$ cat config.mk
export PLATFORM = sky130hd
export DESIGN_NAME = srec_load_arbiter
export DESIGN_NICKNAME = d
export VERILOG_FILES = /design/src/rtl/srec_loader_pkg.sv /design/src/rtl/srec_word_packer.sv /design/src/rtl/srec_load_arbiter.sv
export SDC_FILE = /design/constraint.sdc
export NUM_CORES = 1
export LEC_CHECK = 0
export CAP_MARGIN = 20
export CELL_PAD_IN_SITES_DETAIL_PLACEMENT = 1
export CELL_PAD_IN_SITES_GLOBAL_PLACEMENT = 1
export CORE_MARGIN = 8
export CORE_UTILIZATION = 30
export CTS_CLUSTER_SIZE = 12
export DETAILED_ROUTE_END_ITERATION = 8
export PLACE_DENSITY = 0.81
export SYNTH_ARGS = -nofsm -noshare
export SYNTH_HDL_FRONTEND = slang
export SYNTH_SLANG_ARGS = --single-unit
$ cat constraint.sdc
create_clock -name clock -period 4.9 [get_ports clock]
set_clock_uncertainty 0.15 [all_clocks]
set_input_delay 0.49 -clock clock [delete_from_list [all_inputs] [get_ports clock]]
set_output_delay 0.49 -clock clock [all_outputs]
set_load 0.01 [all_outputs]
$ cat src/rtl/srec_loader_pkg.sv
// Shared types and constants for the S-record loader: FSM states, byte-lane
// geometry and the default end-of-load idle timeout.
package srec_loader_pkg;

    typedef enum logic [2:0] {
        ST_IDLE    = 3'd0,
        ST_LOADING = 3'd1,
        ST_FLUSH   = 3'd2,
        ST_DONE    = 3'd3,
        ST_ERROR   = 3'd4
    } load_state_t;

    localparam int BYTE_LANES           = 4;
    localparam int LANE_BITS            = 2;
    localparam int DEFAULT_IDLE_TIMEOUT = 5000000;

    // One-hot byte enable for a byte lane within a 32-bit word.
    function automatic logic [BYTE_LANES-1:0] lane_onehot(input logic [LANE_BITS-1:0] lane);
        return BYTE_LANES'(1) << lane;
    endfunction

endpackage

$ cat src/rtl/srec_word_packer.sv
// Collects parser bytes into one 32-bit word buffer; signals an eviction when a
// byte for a different word arrives or when the loader flushes a valid buffer.
module srec_word_packer
    import srec_loader_pkg::*;
#(
    parameter int ADDR_WIDTH = 30
) (
    input  logic                  clock,
    input  logic                  reset,
    input  logic                  clear,
    input  logic                  flush,
    input  logic                  wr,
    input  logic [31:0]           wr_address,
    input  logic [7:0]            wr_byte,
    output logic                  valid,
    output logic                  evict,
    output logic [ADDR_WIDTH-1:0] evict_address,
    output logic [31:0]           evict_data,
    output logic [BYTE_LANES-1:0] evict_byte_en
);

    logic                  buf_valid_r;
    logic [ADDR_WIDTH-1:0] buf_word_r;
    logic [31:0]           buf_data_r;
    logic [BYTE_LANES-1:0] buf_be_r;

    logic [ADDR_WIDTH-1:0] in_word_s;
    logic [LANE_BITS-1:0]  in_lane_s;
    logic [BYTE_LANES-1:0] lane_be_s;
    logic [31:0]           fresh_data_s;
    logic [31:0]           merge_data_s;
    logic                  hit_s;

    assign in_word_s = wr_address[ADDR_WIDTH+1:LANE_BITS];
    assign in_lane_s = wr_address[LANE_BITS-1:0];

    // Lane placement for a fresh word and for a merge into the buffered word.
    always_comb begin
        lane_be_s    = lane_onehot(in_lane_s);
        fresh_data_s = 32'h0000_0000;
        merge_data_s = buf_data_r;
        for (int i = 0; i < BYTE_LANES; i++) begin
            if (lane_be_s[i]) begin
                fresh_data_s[8*i +: 8] = wr_byte;
                merge_data_s[8*i +: 8] = wr_byte;
            end else begin
                fresh_data_s[8*i +: 8] = 8'h00;
                merge_data_s[8*i +: 8] = buf_data_r[8*i +: 8];
            end
        end
        hit_s = buf_valid_r && (buf_word_r == in_word_s);
        evict = (wr && buf_valid_r && !hit_s) || (flush && buf_valid_r);
    end

    // Buffer register: clear dominates, then byte capture, then flush.
    always_ff @(posedge clock) begin
        if (reset || clear) begin
            buf_valid_r <= 1'b0;
            buf_word_r  <= '0;
            buf_data_r  <= 32'h0000_0000;
            buf_be_r    <= '0;
        end else if (wr) begin
            if (hit_s) begin
                buf_data_r <= merge_data_s;
                buf_be_r   <= buf_be_r | lane_be_s;
            end else begin
                buf_valid_r <= 1'b1;
                buf_word_r  <= in_word_s;
                buf_data_r  <= fresh_data_s;
                buf_be_r    <= lane_be_s;
            end
        end else if (flush) begin
            buf_valid_r <= 1'b0;
            buf_be_r    <= '0;
        end
    end

    assign valid         = buf_valid_r;
    assign evict_address = buf_word_r;
    assign evict_data    = buf_data_r;
    assign evict_byte_en = buf_be_r;

endmodule

$ cat src/rtl/srec_load_arbiter.sv
// Owns the program-memory port: packs loader bytes into word writes while the
// CPU is held in reset, then hands the port to the CPU after an idle timeout.
module srec_load_arbiter
    import srec_loader_pkg::*;
#(
    parameter int ADDR_WIDTH    = 30,
    parameter int IDLE_TIMEOUT  = DEFAULT_IDLE_TIMEOUT,
    parameter int TIMEOUT_WIDTH = 23
) (
    input  logic                  clock,
    input  logic                  reset,
    input  logic [31:0]           wr_address,
    input  logic [7:0]            wr_byte,
    input  logic                  wr_enable,
    input  logic                  format_error,
    input  logic                  checksum_error,
    input  logic                  cpu_req,
    input  logic                  cpu_we,
    input  logic [ADDR_WIDTH-1:0] cpu_address,
    input  logic [31:0]           cpu_wdata,
    input  logic [3:0]            cpu_byte_en,
    output logic                  cpu_ack,
    output logic [ADDR_WIDTH-1:0] mem_address,
    output logic [31:0]           mem_wdata,
    output logic [3:0]            mem_byte_en,
    output logic                  mem_we,
    output logic                  mem_re,
    output logic                  cpu_reset,
    output logic                  load_done,
    output logic                  load_error,
    output logic [15:0]           word_count
);

    load_state_t state_r;
    load_state_t state_n;

    logic [TIMEOUT_WIDTH-1:0] idle_cnt_r;

    logic err_s;
    logic pk_wr_s;
    logic pk_clear_s;
    logic pk_flush_s;
    logic cpu_grant_s;
    logic wc_clear_s;
    logic idle_clear_s;
    logic idle_inc_s;
    logic timeout_s;

    logic                  pk_valid_s;
    logic                  pk_evict_s;
    logic [ADDR_WIDTH-1:0] pk_address_s;
    logic [31:0]           pk_data_s;
    logic [3:0]            pk_byte_en_s;

    assign err_s     = format_error | checksum_error;
    assign timeout_s = (idle_cnt_r == TIMEOUT_WIDTH'(IDLE_TIMEOUT - 1));

    srec_word_packer #(
        .ADDR_WIDTH (ADDR_WIDTH)
    ) u_packer (
        .clock         (clock),
        .reset         (reset),
        .clear         (pk_clear_s),
        .flush         (pk_flush_s),
        .wr            (pk_wr_s),
        .wr_address    (wr_address),
        .wr_byte       (wr_byte),
        .valid         (pk_valid_s),
        .evict         (pk_evict_s),
        .evict_address (pk_address_s),
        .evict_data    (pk_data_s),
        .evict_byte_en (pk_byte_en_s)
    );

    // State register.
    always_ff @(posedge clock) begin
        if (reset) begin
            state_r <= ST_IDLE;
        end else begin
            state_r <= state_n;
        end
    end

    // Next state and per-cycle control strobes; errors always win over writes.
    always_comb begin
        state_n      = state_r;
        pk_wr_s      = 1'b0;
        pk_clear_s   = 1'b0;
        pk_flush_s   = 1'b0;
        cpu_grant_s  = 1'b0;
        wc_clear_s   = 1'b0;
        idle_clear_s = 1'b0;
        idle_inc_s   = 1'b0;
        case (state_r)
            ST_IDLE: begin
                if (err_s) begin
                    state_n    = ST_ERROR;
                    pk_clear_s = 1'b1;
                end else if (wr_enable) begin
                    state_n      = ST_LOADING;
                    pk_wr_s      = 1'b1;
                    wc_clear_s   = 1'b1;
                    idle_clear_s = 1'b1;
                end else begin
                    state_n = ST_IDLE;
                end
            end
            ST_LOADING: begin
                if (err_s) begin
                    state_n    = ST_ERROR;
                    pk_clear_s = 1'b1;
                end else if (wr_enable) begin
                    pk_wr_s      = 1'b1;
                    idle_clear_s = 1'b1;
                end else if (timeout_s) begin
                    state_n      = ST_FLUSH;
                    idle_clear_s = 1'b1;
                end else begin
                    idle_inc_s = 1'b1;
                end
            end
            ST_FLUSH: begin
                if (err_s) begin
                    state_n    = ST_ERROR;
                    pk_clear_s = 1'b1;
                end else begin
                    state_n    = ST_DONE;
                    pk_flush_s = 1'b1;
                end
            end
            ST_DONE: begin
                if (err_s) begin
                    state_n    = ST_ERROR;
                    pk_clear_s = 1'b1;
                end else if (wr_enable) begin
                    state_n      = ST_LOADING;
                    pk_wr_s      = 1'b1;
                    wc_clear_s   = 1'b1;
                    idle_clear_s = 1'b1;
                end else begin
                    // The ack cycle itself never re-grants; a held request waits one cycle.
                    cpu_grant_s = cpu_req && !cpu_ack;
                end
            end
            ST_ERROR: begin
                state_n    = ST_ERROR;
                pk_clear_s = 1'b1;
            end
            default: begin
                state_n    = ST_IDLE;
                pk_clear_s = 1'b1;
            end
        endcase
    end

    // End-of-load idle counter.
    always_ff @(posedge clock) begin
        if (reset || idle_clear_s) begin
            idle_cnt_r <= '0;
        end else if (idle_inc_s) begin
            idle_cnt_r <= idle_cnt_r + TIMEOUT_WIDTH'(1);
        end
    end

    // Memory port mux: loader evictions and CPU grants are mutually exclusive by state.
    always_ff @(posedge clock) begin
        if (reset) begin
            mem_we      <= 1'b0;
            mem_re      <= 1'b0;
            mem_address <= '0;
            mem_wdata   <= 32'h0000_0000;
            mem_byte_en <= 4'h0;
            cpu_ack     <= 1'b0;
        end else if (pk_evict_s) begin
            mem_we      <= 1'b1;
            mem_re      <= 1'b0;
            mem_address <= pk_address_s;
            mem_wdata   <= pk_data_s;
            mem_byte_en <= pk_byte_en_s;
            cpu_ack     <= 1'b0;
        end else if (cpu_grant_s) begin
            mem_we      <= cpu_we;
            mem_re      <= !cpu_we;
            mem_address <= cpu_address;
            mem_wdata   <= cpu_wdata;
            mem_byte_en <= cpu_byte_en;
            cpu_ack     <= 1'b1;
        end else begin
            mem_we      <= 1'b0;
            mem_re      <= 1'b0;
            mem_address <= '0;
            mem_wdata   <= 32'h0000_0000;
            mem_byte_en <= 4'h0;
            cpu_ack     <= 1'b0;
        end
    end

    // Status outputs follow the state being entered so they change with it.
    always_ff @(posedge clock) begin
        if (reset) begin
            cpu_reset  <= 1'b1;
            load_done  <= 1'b0;
            load_error <= 1'b0;
            word_count <= 16'h0000;
        end else begin
            cpu_reset  <= (state_n != ST_DONE);
            load_done  <= (state_n == ST_DONE);
            load_error <= (state_n == ST_ERROR);
            if (wc_clear_s) begin
                word_count <= 16'h0000;
            end else if (pk_evict_s && (word_count != 16'hFFFF)) begin
                word_count <= word_count + 16'd1;
            end
        end
    end

endmodule

Word level (Yosys, flattened, before mapping)
Index checks and enable logic that the tools add are counted.

word-level totals
  bits in registers = 181
  word-level logic and storage cells = 119

operators by class
  add/sub/neg operators = 2
  equal/unequal tests = 15
  shift operators = 1
  muxes and demuxes = 52
  bitwise operators = 4
  reduce and logical (&&, ||, !) cells = 26

operators by type and width
  kind                                                                     count
  32-bit two-way mux                                                       3
  8-bit two-way mux                                                        8
  30-bit two-way mux                                                       2
  30-bit equality test                                                     1
  1-bit two-way mux                                                        25
  23-bit by 1-bit adder with 23-bit output, second input constant          1
  23-bit equality test, second input constant                              1
  3-bit two-way mux                                                        7
  4-bit two-way mux                                                        5
  16-bit by 1-bit adder with 16-bit output, second input constant          1
  16-bit inequality test, second input constant                            1
  3-bit case mux with 5 select lines                                       1
  2-bit AND reduction                                                      6
  3-bit by 2-bit equality test with 1-bit output, second input constant    3
  2-bit by 1-bit inequality test with 1-bit output, second input constant  4
  3-bit equality test, second input constant                               2
  1-bit logical AND                                                        6
  2-bit OR reduction                                                       3
  3-bit OR reduction                                                       2
  4-bit bitwise OR                                                         1
  4-bit OR reduction                                                       1
  1-bit by 2-bit << shifter with 4-bit output, first input constant        1
  3-bit by 1-bit equality test with 1-bit output, second input constant    1
  1-bit logical NOT                                                        3
  8 further kinds                                                          11

Longest topological paths before layout
  depth in word-level cells = 7
  gate-level depth with buffers = 10

Modules after synthesis
A second synthesis with hierarchy kept.

second synthesis, totals
  cells, all modules = 721
  area total of the unflattened synthesis = 7088.0 um^2

modules (own cells, without submodules)
  module             instances  cells each  area an instance (um^2)  seq. area each (um^2)
  srec_load_arbiter  1          410         4305.4                   2282.2
  srec_word_packer   1          311         2782.7                   1341.3

Worst setup path before layout
No wires, ideal clock.

  kind = in2reg
  from = input port wr_address[5]
  to = register mem_address[0]
  arrival = 2.316 ns
  slack = 2.317 ns
  stages = 10
  path buffers = 3
  cell sequence = xnor2_1 > nand4_1 > or4_1 > o21ai_2 > and2_1 > buf_2 > nor3b_1 > buf_2 > buf_2 > a22o_1

on the way
  word-level cells in the longest chain between the ends = 6

RTL lines
  item                    line                      text
  start: declaration      srec_load_arbiter.sv:12   input logic [31:0] wr_address,
  30-bit equality test    srec_word_packer.sv:51    hit_s = buf_valid_r && (buf_word_r == in_word_s);
  1-bit logical AND       srec_word_packer.sv:51
  1-bit logical NOT       srec_word_packer.sv:52    evict = (wr && buf_valid_r && !hit_s) || (flush && buf_valid_r);
  1-bit logical AND       srec_word_packer.sv:52
  1-bit logical OR        srec_word_packer.sv:52
  30-bit two-way mux      srec_load_arbiter.sv:174  end else if (pk_evict_s) begin
  end signal: assignment  srec_load_arbiter.sv:177  mem_address <= pk_address_s;
  end signal: assignment  srec_load_arbiter.sv:184  mem_address <= cpu_address;
  end: declaration        srec_load_arbiter.sv:23   output logic [ADDR_WIDTH-1:0] mem_address,

No other way between the ends.
A chain may end at the register's enable or synchronous reset.

Worst setup path after layout
  from = input port wr_address[25]
  to = register u_packer.buf_word_r[22] (netlist: u_packer.evict_address[22])

on the way
  word-level cells in the longest chain between the ends = 4

RTL lines
  item                           line                    text
  30-bit equality test           srec_word_packer.sv:51
  1-bit logical AND              srec_word_packer.sv:51
  1-bit NOT (no line)            n/a
  2-bit AND reduction (no line)  n/a
  end signal: assignment         srec_word_packer.sv:68  buf_word_r <= in_word_s;
  end: declaration               srec_word_packer.sv:23  logic [ADDR_WIDTH-1:0] buf_word_r;

No other way between the ends.

==> summary.txt <==
PwrDens = 307 mW/mm^2
Die X = 168 um
# nets final = 1021
Post-synth top cells = dfxtp_1 (181), nor2_1 (84), a22o_1 (66), nand2_1 (57), a21oi_1 (53)
EDFF count, synth = 0
Least-Margin Pin Slew = 0.949 ns
Lkg Pwr = 3.53 nW
DIE HEIGHT = 168 um
first-pass GRT wire length = 35.4 mm
Die ar. = 0.0282 mm^2
final hold slack = 0.320 ns
endpoint class of the critical path = register
IO Count = 201
period utilization = 68.2%
cells after synthesis = 725
Avg Cell Area, Syn = 9.56 um^2
All-Layer GR Usage = 15.8%
H-tree depth = 4
Yosys warning count = 0
adder-cell share of the synthesized area = 0.361%
Tmin final = 3.34 ns
hold_buf cts = 0
Synth Area in Simple Gates = 18.4%
Detail Placement HPWL = 16.7 mm
starting density of the core = 30.6%
routed vias = 6051
Fin Setup TNS = 0 ns
Synth top area share = 52.3%
core box area = 0.0226 mm^2
wire per inst = 18.8 um
largest family of logic cells by synthesized area = simple AND/OR/NAND/NOR gates
DRC violations left = 0
mux share of post-synthesis cell area = 4.62%
Reg clk slew, reported paths = 0.07 ns
Seq cells post-synth = 181
CTS tree = done
ANT cells = 0
Post-synth top flop = dfxtp_1
DR iter-0 viols = 216
dominant cell by count in the synthesized netlist = dfxtp_1
Netlist cell types = 39
Area contributors post-synth = dfxtp_1 (52%), a22o_1 (8.3%), mux2i_1 (4.6%)
final wirelength = 22.6 mm
worst-case clock buffer depth = 2
post-synthesis compound-gate area fraction = 13.9%
post-synthesis async set-or-reset flop share = 0%
clk sinks = 181
worst relative slew slack = 36.7%
max_cap viols = 0
worst skew pair latency = 0.42 ns
area delta synth->final = 41.3%
fin area = 0.00980 mm^2
CP required = 5.03 ns
dpl cell area = 0.00920 mm^2
peak supply drop = 0.191 mV
grt ovf = 0
outcome = finished clean
vias in the first global route = 6353
Port-buffer cells = 200
largest net degree at the start of global routing = 67
Cell Rows = 55
post-CTS resize count = 0
Net Count, Synth = 840
Root Buffer Master = clkbuf_16
Max Freq = 299 MHz
post-synthesis xor/xnor area fraction = 7.58%
vias per cell = 5.03
Hold Vio Cnt, Final = 0
First-pass DRT Iterations = 4
initial antenna violation count = 0
gpl congestion = 0.802
CP startpoint kind = input pin
HP Class = register to register
fin. max-slew vios = 0
Routed Antenna Nets = 0
CP Data Arrival Time = 3.47 ns
share of cells above drive strength 1 = 5.11%
register area share after synthesis = 52.3%
CP Max Fanout = 62
final setup vio count = 0
number of CTS-inserted buffers = 17
Post-Syn Area = 0.00693 mm^2
RSZ-0062 raised after global routing = no
Post-CTS Setup Repair Bufs = 0
most area-hungry cell type in the Yosys netlist = dfxtp_1
Fill cells = 2552
critical path class = input pin to register
power breakdown:
part	internal, mW	switching, mW
Clock	0.725	0.640
Sequential	1.47	0.00292
Combinational	0.0997	0.0677
registers in the layout, summed over array words and instances, names as in the netlist, 3 cells and up:
name                    count
mem_wdata                  32
idle_cnt_r                 23
u_packer.evict_address     30
mem_address                30
state_r                     3
mem_byte_en                 4
u_packer.evict_byte_en      4
word_count                 16
u_packer.evict_data        32
path summary, 6_finish.rpt:
kind                                                                end                                    start  depth (start not counted)  slack, ns
worst min register to register                 mem_wdata[22]$_SDFF_PP0_     u_packer.evict_data[22]$_SDFFE_PP0P_                          1       0.32
worst min-delay path                           mem_wdata[22]$_SDFF_PP0_     u_packer.evict_data[22]$_SDFFE_PP0P_                          1       0.32
worst max register to register  u_packer.evict_address[22]$_SDFFE_PP0P_  u_packer.evict_address[23]$_SDFFE_PP0P_                          7       1.71
worst max-delay path            u_packer.evict_address[22]$_SDFFE_PP0P_                           wr_address[25]                          8       1.56
per-layer routing:
metal  global-route usage, %  share of wire [%]  up-vias
met5                       0                  0        -
met4                    5.43                2.2        0
li1                        -                  -     2934
met1                    18.5                 44     2946
met2                    27.9                 50      144
met3                    3.51                4.1       27
worst max-delay path, cell delays in order:
cell	delay, ns
clkdlybuf4s50_1	0.44
xnor2_1	0.25
nand4_1	0.19
or4_1	0.60
o21ai_4	0.33
buf_4	0.74
mux2i_1	0.30
nor2_1	0.07
placed cells by master (no fill, tap or decap), types with 20 or more instances in the layout:
| cell | netlist | layout |
|---|---|---|
| dfxtp_1 | 181 | 181 |
| xnor2_1 | 30 | 30 |
| nand3_1 | 47 | 47 |
| a21oi_1 | 53 | 53 |
| nand2_1 | 57 | 57 |
| a22o_1 | 66 | 66 |
| nor2_1 | 84 | 83 |
| nand4_1 | 20 | 20 |
| mux2i_1 | 32 | 32 |
| xor2_1 | 30 | 30 |
| clkdlybuf4s50_1 | 0 | 200 |
cell families after synthesis:
family	after synthesis
buf+inv	48
flops	181
compound gates	136
fa+ha+maj	2
simple gates	266
xor+xnor	60
mux	32
layout make-up:
class	count	area, um^2	share of cell area (%)
sequential	181	3620	37.0
multi-input combinational	496	3150	32.1
timing repair buffer	206	2060	21.0
tap	285	357	3.64
clock buffer	17	425	4.34
inverter	4	15.0	0.153
clock inverter	15	171	1.75
through the flow:
stage               power [mW]  util, %  instances  setup WS (ns)
CTS                       3.05     43.3       1203           1.56
global route              3.13     43.3       1204           1.37
floorplan                 1.56        -        725           2.32
finish                    3.01     43.3       1204           1.56
global placement          1.68     40.6       1171           1.16
detailed placement        1.68     40.6       1171           1.13
Note: power is estimated with default switching activity, not from simulation.
